--- src/rtl/sprinkler_pkg.sv ---
// Shared types and sizes for the sprinkler zone scheduler.
package sprinkler_pkg;

  localparam int unsigned NUM_ZONES = 8;
  localparam int unsigned ZONE_W    = 3;

  typedef enum logic [2:0] {
    IDLE,
    SEEK,
    WATER,
    GAP,
    DONE
  } state_e;

endpackage

--- src/rtl/sprinkler_zone_seek.sv ---
// Finds the lowest enabled zone at or above a start index; nothing is found
// once the pointer has run past the last zone.
module sprinkler_zone_seek
  import sprinkler_pkg::*;
(
  input  logic [NUM_ZONES-1:0] i_mask,
  input  logic [ZONE_W-1:0]    i_start,
  input  logic                 i_end,
  output logic                 o_found_c,
  output logic [ZONE_W-1:0]    o_index_c
);

  // Scan from the top so the lowest qualifying index is the last one written.
  always_comb begin
    o_found_c = 1'b0;
    o_index_c = '0;
    for (int i = NUM_ZONES - 1; i >= 0; i--) begin
      if (!i_end && i_mask[i] && (ZONE_W'(i) >= i_start)) begin
        o_found_c = 1'b1;
        o_index_c = ZONE_W'(i);
      end
    end
  end

endmodule

--- src/rtl/sprinkler_zone_scheduler.sv ---
// Drives the 3-to-8 valve decoder so each enabled zone waters in turn,
// with a valve-off gap between zones, rain pause and abort.
module sprinkler_zone_scheduler
  import sprinkler_pkg::*;
#(
  parameter int unsigned TIMER_W   = 16,
  parameter int unsigned GAP_TICKS = 1
) (
  input  logic                 clk,
  input  logic                 rst_n,
  input  logic                 tick,
  input  logic                 start,
  input  logic                 abort,
  input  logic                 rain,
  input  logic [NUM_ZONES-1:0] zone_mask,
  input  logic [TIMER_W-1:0]   duration,
  output logic                 e,
  output logic                 a,
  output logic                 b,
  output logic                 c,
  output logic                 busy,
  output logic                 done
);

  state_e               r_state, w_state_nx;
  logic [ZONE_W-1:0]    r_ptr, w_ptr_nx;
  logic                 r_end, w_end_nx;
  logic [TIMER_W-1:0]   r_cnt, w_cnt_nx;
  logic [TIMER_W-1:0]   r_dur, w_dur_nx;
  logic [NUM_ZONES-1:0] r_mask, w_mask_nx;
  logic                 r_e, r_busy, r_done;
  logic                 w_found;
  logic [ZONE_W-1:0]    w_idx;
  logic [ZONE_W:0]      w_ptr_inc;

  // Carry out of the pointer increment is the end-of-list flag.
  assign w_ptr_inc = {1'b0, r_ptr} + (ZONE_W + 1)'(1);

  sprinkler_zone_seek u_seek (
    .i_mask    (r_mask),
    .i_start   (r_ptr),
    .i_end     (r_end),
    .o_found_c (w_found),
    .o_index_c (w_idx)
  );

  always_comb begin
    w_state_nx = r_state;
    w_ptr_nx   = r_ptr;
    w_end_nx   = r_end;
    w_cnt_nx   = r_cnt;
    w_dur_nx   = r_dur;
    w_mask_nx  = r_mask;
    if (abort) begin
      w_state_nx = IDLE;
      w_ptr_nx   = '0;
      w_end_nx   = 1'b0;
      w_cnt_nx   = '0;
    end else begin
      case (r_state)
        IDLE: begin
          if (start) begin
            w_mask_nx  = zone_mask;
            w_dur_nx   = duration;
            w_ptr_nx   = '0;
            w_end_nx   = 1'b0;
            w_state_nx = ((zone_mask == '0) || (duration == '0)) ? DONE : SEEK;
          end
        end
        SEEK: begin
          if (w_found) begin
            w_ptr_nx   = w_idx;
            w_cnt_nx   = r_dur;
            w_state_nx = WATER;
          end else begin
            w_state_nx = DONE;
          end
        end
        WATER: begin
          if (tick && !rain) begin
            if (r_cnt == TIMER_W'(1)) begin
              if (GAP_TICKS == 0) begin
                {w_end_nx, w_ptr_nx} = w_ptr_inc;
                w_state_nx           = SEEK;
              end else begin
                w_cnt_nx   = TIMER_W'(GAP_TICKS);
                w_state_nx = GAP;
              end
            end else begin
              w_cnt_nx = r_cnt - TIMER_W'(1);
            end
          end
        end
        GAP: begin
          if (tick) begin
            if (r_cnt == TIMER_W'(1)) begin
              {w_end_nx, w_ptr_nx} = w_ptr_inc;
              w_state_nx           = SEEK;
            end else begin
              w_cnt_nx = r_cnt - TIMER_W'(1);
            end
          end
        end
        DONE:    w_state_nx = IDLE;
        default: w_state_nx = IDLE;
      endcase
    end
  end

  // Outputs are registered from the next state so they align with r_state.
  always_ff @(posedge clk) begin
    if (!rst_n) begin
      r_state <= IDLE;
      r_ptr   <= '0;
      r_end   <= 1'b0;
      r_cnt   <= '0;
      r_dur   <= '0;
      r_mask  <= '0;
      r_e     <= 1'b0;
      r_busy  <= 1'b0;
      r_done  <= 1'b0;
    end else begin
      r_state <= w_state_nx;
      r_ptr   <= w_ptr_nx;
      r_end   <= w_end_nx;
      r_cnt   <= w_cnt_nx;
      r_dur   <= w_dur_nx;
      r_mask  <= w_mask_nx;
      r_e     <= (w_state_nx == WATER) && !rain;
      r_busy  <= (w_state_nx != IDLE);
      r_done  <= (w_state_nx == DONE);
    end
  end

  assign e    = r_e;
  assign a    = r_ptr[2];
  assign b    = r_ptr[1];
  assign c    = r_ptr[0];
  assign busy = r_busy;
  assign done = r_done;

endmodule

--- config.mk ---
export PLATFORM = sky130hd
export DESIGN_NAME = sprinkler_zone_scheduler
export DESIGN_NICKNAME = d
export VERILOG_FILES = /design/src/rtl/sprinkler_pkg.sv /design/src/rtl/sprinkler_zone_seek.sv /design/src/rtl/sprinkler_zone_scheduler.sv
export SDC_FILE = /design/constraint.sdc
export NUM_CORES = 1
export LEC_CHECK = 0
export ABC_AREA = 1
export CORE_ASPECT_RATIO = 0.7
export CORE_MARGIN = 5
export CORE_UTILIZATION = 25
export CTS_BUF_LIST = sky130_fd_sc_hd__clkbuf_8 sky130_fd_sc_hd__clkbuf_16
export CTS_CLUSTER_DIAMETER = 150
export DETAILED_ROUTE_END_ITERATION = 10
export GPL_ROUTABILITY_DRIVEN = 1
export SLEW_MARGIN = 20
export SYNTH_ARGS = -nofsm -noshare
export SYNTH_HDL_FRONTEND = slang
export SYNTH_HIERARCHICAL = 1
export SYNTH_SLANG_ARGS = --single-unit
export TNS_END_PERCENT = 10
--- constraint.sdc ---
create_clock -name clk -period 2.4 [get_ports clk]
set_input_delay 0.48 -clock clk [delete_from_list [all_inputs] [get_ports clk]]
set_output_delay 0.48 -clock clk [all_outputs]
set_load 0.03 [all_outputs]
==> results of run 1 <==
cell type report:
type / count / area [um2] / area share, %
multi-input combinational: 371 / 1729 / 47.23
timing repair buffer: 40 / 387.9 / 10.59
tap: 157 / 196.4 / 5.366
clock buffer: 6 / 138.9 / 3.794
inverter: 51 / 191.4 / 5.229
sequential: 50 / 1001 / 27.34
clock inverter: 2 / 16.27 / 0.4443
stage by stage:
step	util, %	area, um2	power [uW]
CTS	31.22	3661	2138
floorplan	-	3009	1246
detailed placement	29.90	3506	1385
finish	31.22	3661	2118
global placement	29.90	3506	1379
global route	31.22	3661	2254
logic make-up (layout without fill, tap and decap cells):
kind of cell    Yosys count  after routing  synth area share [%]
flops                    50             50                 33.26
fa+ha+maj                 3              3                 1.248
xor+xnor                 14             14                 4.075
buf+inv                  66             99                 9.272
simple gates            308            308                 43.16
compound gates           46             46                 8.982
worst reg2reg max path, stage by stage, from the launching register on:
cell	delay [ns]
dfxtp_1	0.42
nor2_2	0.23
nand3_2	0.10
o21ai_2	0.09
nor2_2	0.05
nand2_1	0.14
nand2_2	0.09
a22oi_4	0.22
buf_4	0.22
nand3_1	0.16
nor2_1	0.14
nor2_1	0.05
how the worst max path moves through the flow:
stage	from	to	slack [ns]	depth (start not counted)
global placement	tick	r_cnt[9]	0.33	9
detailed placement	tick	r_cnt[9]	0.30	9
finish	r_ptr[2]	a	0.34	1
global route	r_ptr[2]	r_cnt[9]	0.23	11
floorplan	r_ptr[2]	r_cnt[10]	0.56	11
CTS	r_ptr[2]	a	0.33	1
cell usage in the layout, fill, tap and decap left out:
master           netlist  final
nor2_1               141    141
nand2_1              103    103
dfxtp_1               50     50
inv_1                 47     47
clkdlybuf4s50_1        0     35
o21ai_0               33     33
nand3_1               32     32
xor2_1                13     13
nand2_2               10     10
nor2_2                 7      7
nand4_1                7      7
a21oi_1                5      5
clkbuf_16              0      5
buf_4                  4      5
inv_2                  4      4
nand3_2                3      3
ha_1                   3      3
nor3_1                 2      2
o21ai_2                2      2
nor3_2                 1      1
nor2_4                 1      1
a22oi_4                1      1
nand2_4                1      1
a22o_1                 1      1
xnor2_1                1      1
o2bb2ai_1              1      1
a21boi_0               1      1
clkbuf_8               0      1
clkinvlp_4             0      1
inv_6                  0      1
a21oi_2                1      1
o21a_1                 1      1
layer usage:
metal  vias up  share of wire (%)  routed length, um  GRT usage, %
met1      1302                 55               4263         17.83
met3         9                6.6                516         2.454
met4         0               0.90                 70         2.829
met2        78                 38               2925         15.55
met5         -                  0                  0             0
li1       1573                  -                  -             -
report_power, final:
group,total (uW),leakage (uW),internal (uW),switching (uW)
registers,909,0.000408,873,35.3
clock network,748,0.0000735,419,329
logic,461,0.00125,188,274
total,2120,0.00173,1480,638
registers in the layout (all words and copies together), names as in the netlist:
name     flops
r_cnt       16
r_ptr        3
r_end        1
busy         1
r_mask       8
done         1
e            1
r_state      3
r_dur       16
==> summary.md, run 1 <==
| Metric | Value |
|---|---|
| Die H | `101.8 um` |
| Crit end category | `output port` |
| Final Hold Fails | `0` |
| DIE AREA | `0.01437 mm2` |
| Initial antenna violation count | `0` |
| Slew @ Worst Pin | `0.5880 ns` |
| Buffer and inverter count on the worst path | `1` |
| H-tree depth | `2` |
| Max Cap Viol | `0` |
| First-pass GRT wire length | `13.28 mm` |
| Min-Delay Path Class | `reg2reg` |
| Max Fclk | `0.4866 GHz` |
| Critical path data arrival time | `1.58 ns` |
| Syn. warnings | `6` |
| Placed cell count | `669` |
| Slowest stage cell, crit path | `clkdlybuf4s50_1` |
| Vias in the first global route | `2745` |
| Hold path start | `r_mask[6]` |
| Min-Delay Path Depth | `2` |
| Clock root cell | `clkbuf_16` |
| Cells on worst reg2reg path | `11` |
| Post-synthesis cell area | `0.003009 mm2` |
| Net Count, Synth | `520` |
| FF-to-FF setup slack | `0.38 ns` |
| DR vias/cell | `4.375` |
| Leakage power | `0.001729 uW` |
| Worst-path cell chain | `clkdlybuf4s50_1` |
| Final-layout fill cell count | `1322` |
| Synth top cells by count | `nor2_1, nand2_1, dfxtp_1` |
| Synthesis-stage register bit count | `50` |
| Core ar. | `0.01173 mm2` |
| CP max FO | `9` |
| Yosys top cell by area | `dfxtp_1` |
| Post-synthesis cell type count | `30` |
| Unrepaired setup endpoints after global routing | `no` |
| Setup Skew | `0.005688 ns` |
| Final RePlAce weighted congestion | `0.8437` |
| IO Count | `36` |
| DRT iter0 DRCs | `131` |
| Critical Setup Path Class | `reg2out` |
| Final setup violation count | `0` |
| Worst R2R Start | `r_ptr[2]` |
| Via Count | `2962` |
| CP startpoint kind | `flop` |
| First drt pass iteration count | `4` |
| DPL Wire Length | `6.073 mm` |
| Post-route clock period utilization | `85.64%` |
| Layout cells sized above 1 | `8.462%` |
| Final #Nets | `552` |
| Finished Layout Cells | `677` |
| Synth-to-layout area growth | `21.66%` |
| CP Data Required Time | `1.92 ns` |
| Post_cts resized | `0` |
| Setup Fix Bufs, Post-CTS | `0` |
| Routed WL | `7.776 mm` |
| Post-synth EDFFs | `0` |
| Clk_lat worst skew | `0.30 ns` |
| Avg Cell Area, Syn | `6.179 um2` |
| TritonCTS Buffers | `5` |
| CP delay by family, top | `buffers and inverters` |
| Peak VDD IR | `276.9 uV` |
| CTS tree | `done` |
| Worst Hold Slack | `0.4878 ns` |
| Critical R2R Capture | `r_cnt[9]` |
| Post-synthesis sequential area ratio | `33.26%` |
| Hold-critical path endpoint | `r_mask[6]` |
| CTS Hold Buffers Added | `0` |
| Worst slack at placement | `0.3001 ns` |
| Max incr delay on CP | `0.74 ns` |
| Synth area leaders | `dfxtp_1, nor2_1, nand2_1, inv_1, o21ai_0` |
| Drt wl/cell | `11.49 um` |
| # rows | `33` |
| Async set-or-reset flop fraction in the synthesized netlist | `0%` |
| Max-slew violations | `0` |
| Top-area cell type share of the netlist area | `33.26%` |
| Most common cell in the netlist | `nor2_1` |
| Outcome | `finished, final reports clean` |
| Ys flop type | `dfxtp_1` |
| Antenna-violating nets left | `0` |
| Initial Util | `25.66%` |
| TNS Setup | `0 ns` |
| Slew Limit Headroom | `60.79%` |
| Cell Pwr Density | `578.5 mW/mm2` |
| Clk buf depth | `2` |
| Antenna diode count | `0` |
| Syn Inst Count | `487` |
| Tmin final | `2.055 ns` |
| Die Wd | `141.1 um` |
| Largest net degree at the start of global routing | `29` |
| GR Util All Layers | `11.40%` |
| # DRC | `0` |
| PortBufs | `35` |
| Clk slew on worst S/H paths | `0.07 ns` |
| Clock Sinks | `50` |
| Final setup margin | `0.3447 ns` |
| Grt total ovfl | `0` |
No activity file was read; power rests on OpenSTA's default activity.
==> inputs of run 2 (changes only) <==
==> constraint.sdc (replaced) <==
create_clock -name clk -period 2.4 [get_ports clk]
set_input_delay 0.48 -clock clk [delete_from_list [all_inputs] [get_ports clk]]
set_output_delay 0.48 -clock clk [all_outputs]
set_load 0.01 [all_outputs]
==> results of run 2 <==
Same layout as run 1 (identical final DEF). Status: finished, final reports clean.
Main changes from that run: setup slack after layout 0.3447 ns -> 0.3766 ns; end point of the critical path a -> r_cnt[9]; total power 2118 uW -> 2113 uW
==> inputs of run 3 (changes only) <==
clock period = 1.7 ns   (was 2.4 ns; I/O delays follow)
==> run 3 against run 2 <==
Against the previous run:
- highest routed layer unchanged
- the flow now finishes with violations (setup timing)
- core utilization increased by 5.1 points
- global-route usage increased by 1.1 points
- setup slack got worse by 0.48 ns
- total power increased by 57%
- cell area increased by 16%
- critical path depth unchanged
==> summary.md, run 3 (synthesized netlist as in run 1, its figures left out) <==
| Metric | Value |
|---|---|
| Die Wd | `141.1 um` |
| CP startpoint kind | `flop` |
| Slew @ Worst Pin | `0.3502 ns` |
| Initial antenna violation count | `0` |
| Unrepaired setup endpoints after global routing | `yes` |
| Top Registers | `r_cnt (16), r_dur (16), r_mask (8)` |
| Placed cell count | `707` |
| Commonest non-fill, non-tap cell in the layout | `nor2_1` |
| Final setup violation count | `17` |
| Failing checks | `setup timing` |
| DPL Wire Length | `6.653 mm` |
| Clk slew on worst S/H paths | `0.07 ns` |
| DR vias/cell | `4.408` |
| Most frequent cells in the layout | `nor2_1, nand2_1, inv_1, dfxtp_1, buf_4` |
| Critical R2R Capture | `r_cnt[3]` |
| Critical path data arrival time | `2.00 ns` |
| H-tree depth | `2` |
| Max-slew violations | `0` |
| Drt wl/cell | `12.44 um` |
| Clock Sinks | `50` |
| Min-Delay Path Depth | `2` |
| DIE AREA | `0.01437 mm2` |
| FF-to-FF setup slack | `-0.11 ns` |
| Via Count | `3209` |
| # DRC | `0` |
| Worst Hold Slack | `0.4879 ns` |
| Slew Limit Headroom | `76.57%` |
| CTS tree | `done` |
| Buffer and inverter count on the worst path | `1` |
| Antenna diode count | `0` |
| Slowest stage cell, crit path | `dfxtp_4` |
| Cell Pwr Density | `777.7 mW/mm2` |
| Setup Skew | `0.008490 ns` |
| Routed wl met3 | `706 um` |
| Tot Pwr | `3315 uW` |
| PortBufs | `35` |
| Hold path start | `r_dur[14]` |
| Tmin final | `1.808 ns` |
| Antenna-violating nets left | `0` |
| Top sig layer | `met4` |
| Max incr delay on CP | `0.37 ns` |
| GR Util All Layers | `12.50%` |
| Worst R2R Start | `r_end` |
| Peak VDD IR | `391.6 uV` |
| Grt total ovfl | `0` |
| DRT iter0 DRCs | `185` |
| Cell area after layout | `0.004263 mm2` |
| Synth-to-layout area growth | `41.66%` |
| Final Hold Fails | `0` |
| Layout cells sized above 1 | `20.49%` |
| Crit end category | `flop` |
| Met2 routed WL | `3.558 mm` |
| Hold-critical path endpoint | `r_dur[14]` |
| TritonCTS Buffers | `5` |
| Core ar. | `0.01173 mm2` |
| Critical Setup Path Class | `reg2reg` |
| Clk_lat worst skew | `0.30 ns` |
| Leakage power | `0.002071 uW` |
| IO Count | `36` |
| Routed WL | `9.058 mm` |
| Final setup margin | `-0.1084 ns` |
| Clk buf depth | `2` |
| Worst-path cell chain | `nor2_4, nand3_2, o21ai_2, nor2_2, nand2_2, nand2_2, a22oi_4, buf_8, nand2_4, nor2_1, nor2_1` |
| Die H | `101.8 um` |
| Largest net degree at the start of global routing | `29` |
| Finished Layout Cells | `728` |
| Area after DPL | `0.003855 mm2` |
| CP delay by family, top | `simple AND/OR/NAND/NOR gates` |
| First-pass GRT wire length | `14.45 mm` |
| DRT met1 WL | `4.665 mm` |
| Clock root cell | `clkbuf_16` |
| Initial Util | `25.66%` |
| Max Cap Viol | `0` |
| CP max FO | `4` |
| Stages on worst setup path | `11` |
| Post-route clock period utilization | `106.4%` |
| CP Data Required Time | `1.89 ns` |
| Vias in the first global route | `2907` |
| Outcome | `complete, but fails checks` |
| # rows | `33` |
| Final RePlAce weighted congestion | `0.8494` |
| Utilization after layout | `36.35%` |
| Final #Nets | `603` |
| Cells on worst reg2reg path | `11` |
| Min-Delay Path Class | `reg2reg` |
| First drt pass iteration count | `4` |
| Max Fclk | `0.5530 GHz` |
==> run 3: changes by cell type in the layout (fill, tap and decap cells not counted), moves of 2 or more <==
cell	change
buf_12	+5
buf_4	+40
buf_6	+2
clkdlybuf4s50_1	-3
dfxtp_1	-4
dfxtp_4	+3
dlygate4sd2_1	+2
nand2_1	-6
nand2_2	+5
nand2_8	+3
nand3_1	-2
nor2_1	-7
nor2_2	+6
==> run 3: final cells by class <==
type,instances,area [um2]
clock buffer,6,138.9
clock inverter,2,38.79
fill,1248,7463
inverter,51,191.4
multi-input combinational,374,1858
sequential,50,1013
tap,157,196.4
timing repair buffer,88,825.8
==> run 3: layer usage <==
metal  global-route usage, %  vias to the layer above
li1                        -                     1683
met1                   19.20                     1429
met2                   17.09                       86
met3                   3.209                       11
met4                   3.127                        0
met5                       0                        -
==> run 3: how the worst max path moves through the flow <==
| stage | from | endpoint | slack [ns] |
|---|---|---|---|
| 2_1_floorplan | r_ptr[2] | r_cnt[10] | 0.05 |
| 3_3_place_gp | tick | r_cnt[0] | -0.19 |
| 3_5_place_dp | tick | r_cnt[0] | -0.18 |
| 4_1_cts | r_ptr[2] | r_cnt[14] | -0.07 |
| 5_1_grt | r_end | r_cnt[11] | -0.20 |
| 6_report | r_end | r_cnt[3] | -0.11 |
==> run 3: through the flow <==
| stage | worst slack (ns) | TNS (ns) |
|---|---|---|
| 6_report | -0.1084 | -1.241 |
| 5_1_grt | -0.2007 | -3.210 |
| 4_1_cts | -0.07250 | -0.9691 |
| 3_5_place_dp | -0.1791 | -3.487 |
| 3_3_place_gp | -0.1898 | -2.892 |
| 2_1_floorplan | 0.04835 | 0 |
==> run 3: worst register-to-register path: cells and delay by family, from the launching register on <==
| family | cells | cell delay (ns) |
|---|---|---|
| simple gates | 8 | 0.78 |
| flops | 1 | 0.37 |
| compound gates | 2 | 0.34 |
| buf+inv | 1 | 0.20 |
==> run 3: what timing repair did <==
item / in CTS / in global routing
resized for setup: 15 / 24
cloned: 1 / 3
setup buffers: 3 / 7
setup endpoints to repair: 22 / 21
hold buffers: 0 / 0
pin swaps: 12 / 27
==> run 3: where the power goes <==
| group | internal (uW) | switching, uW |
|---|---|---|
| sequential | 1230 | 45.6 |
| combinational | 377 | 448 |
| clock | 741 | 473 |
| total | 2350 | 967 |
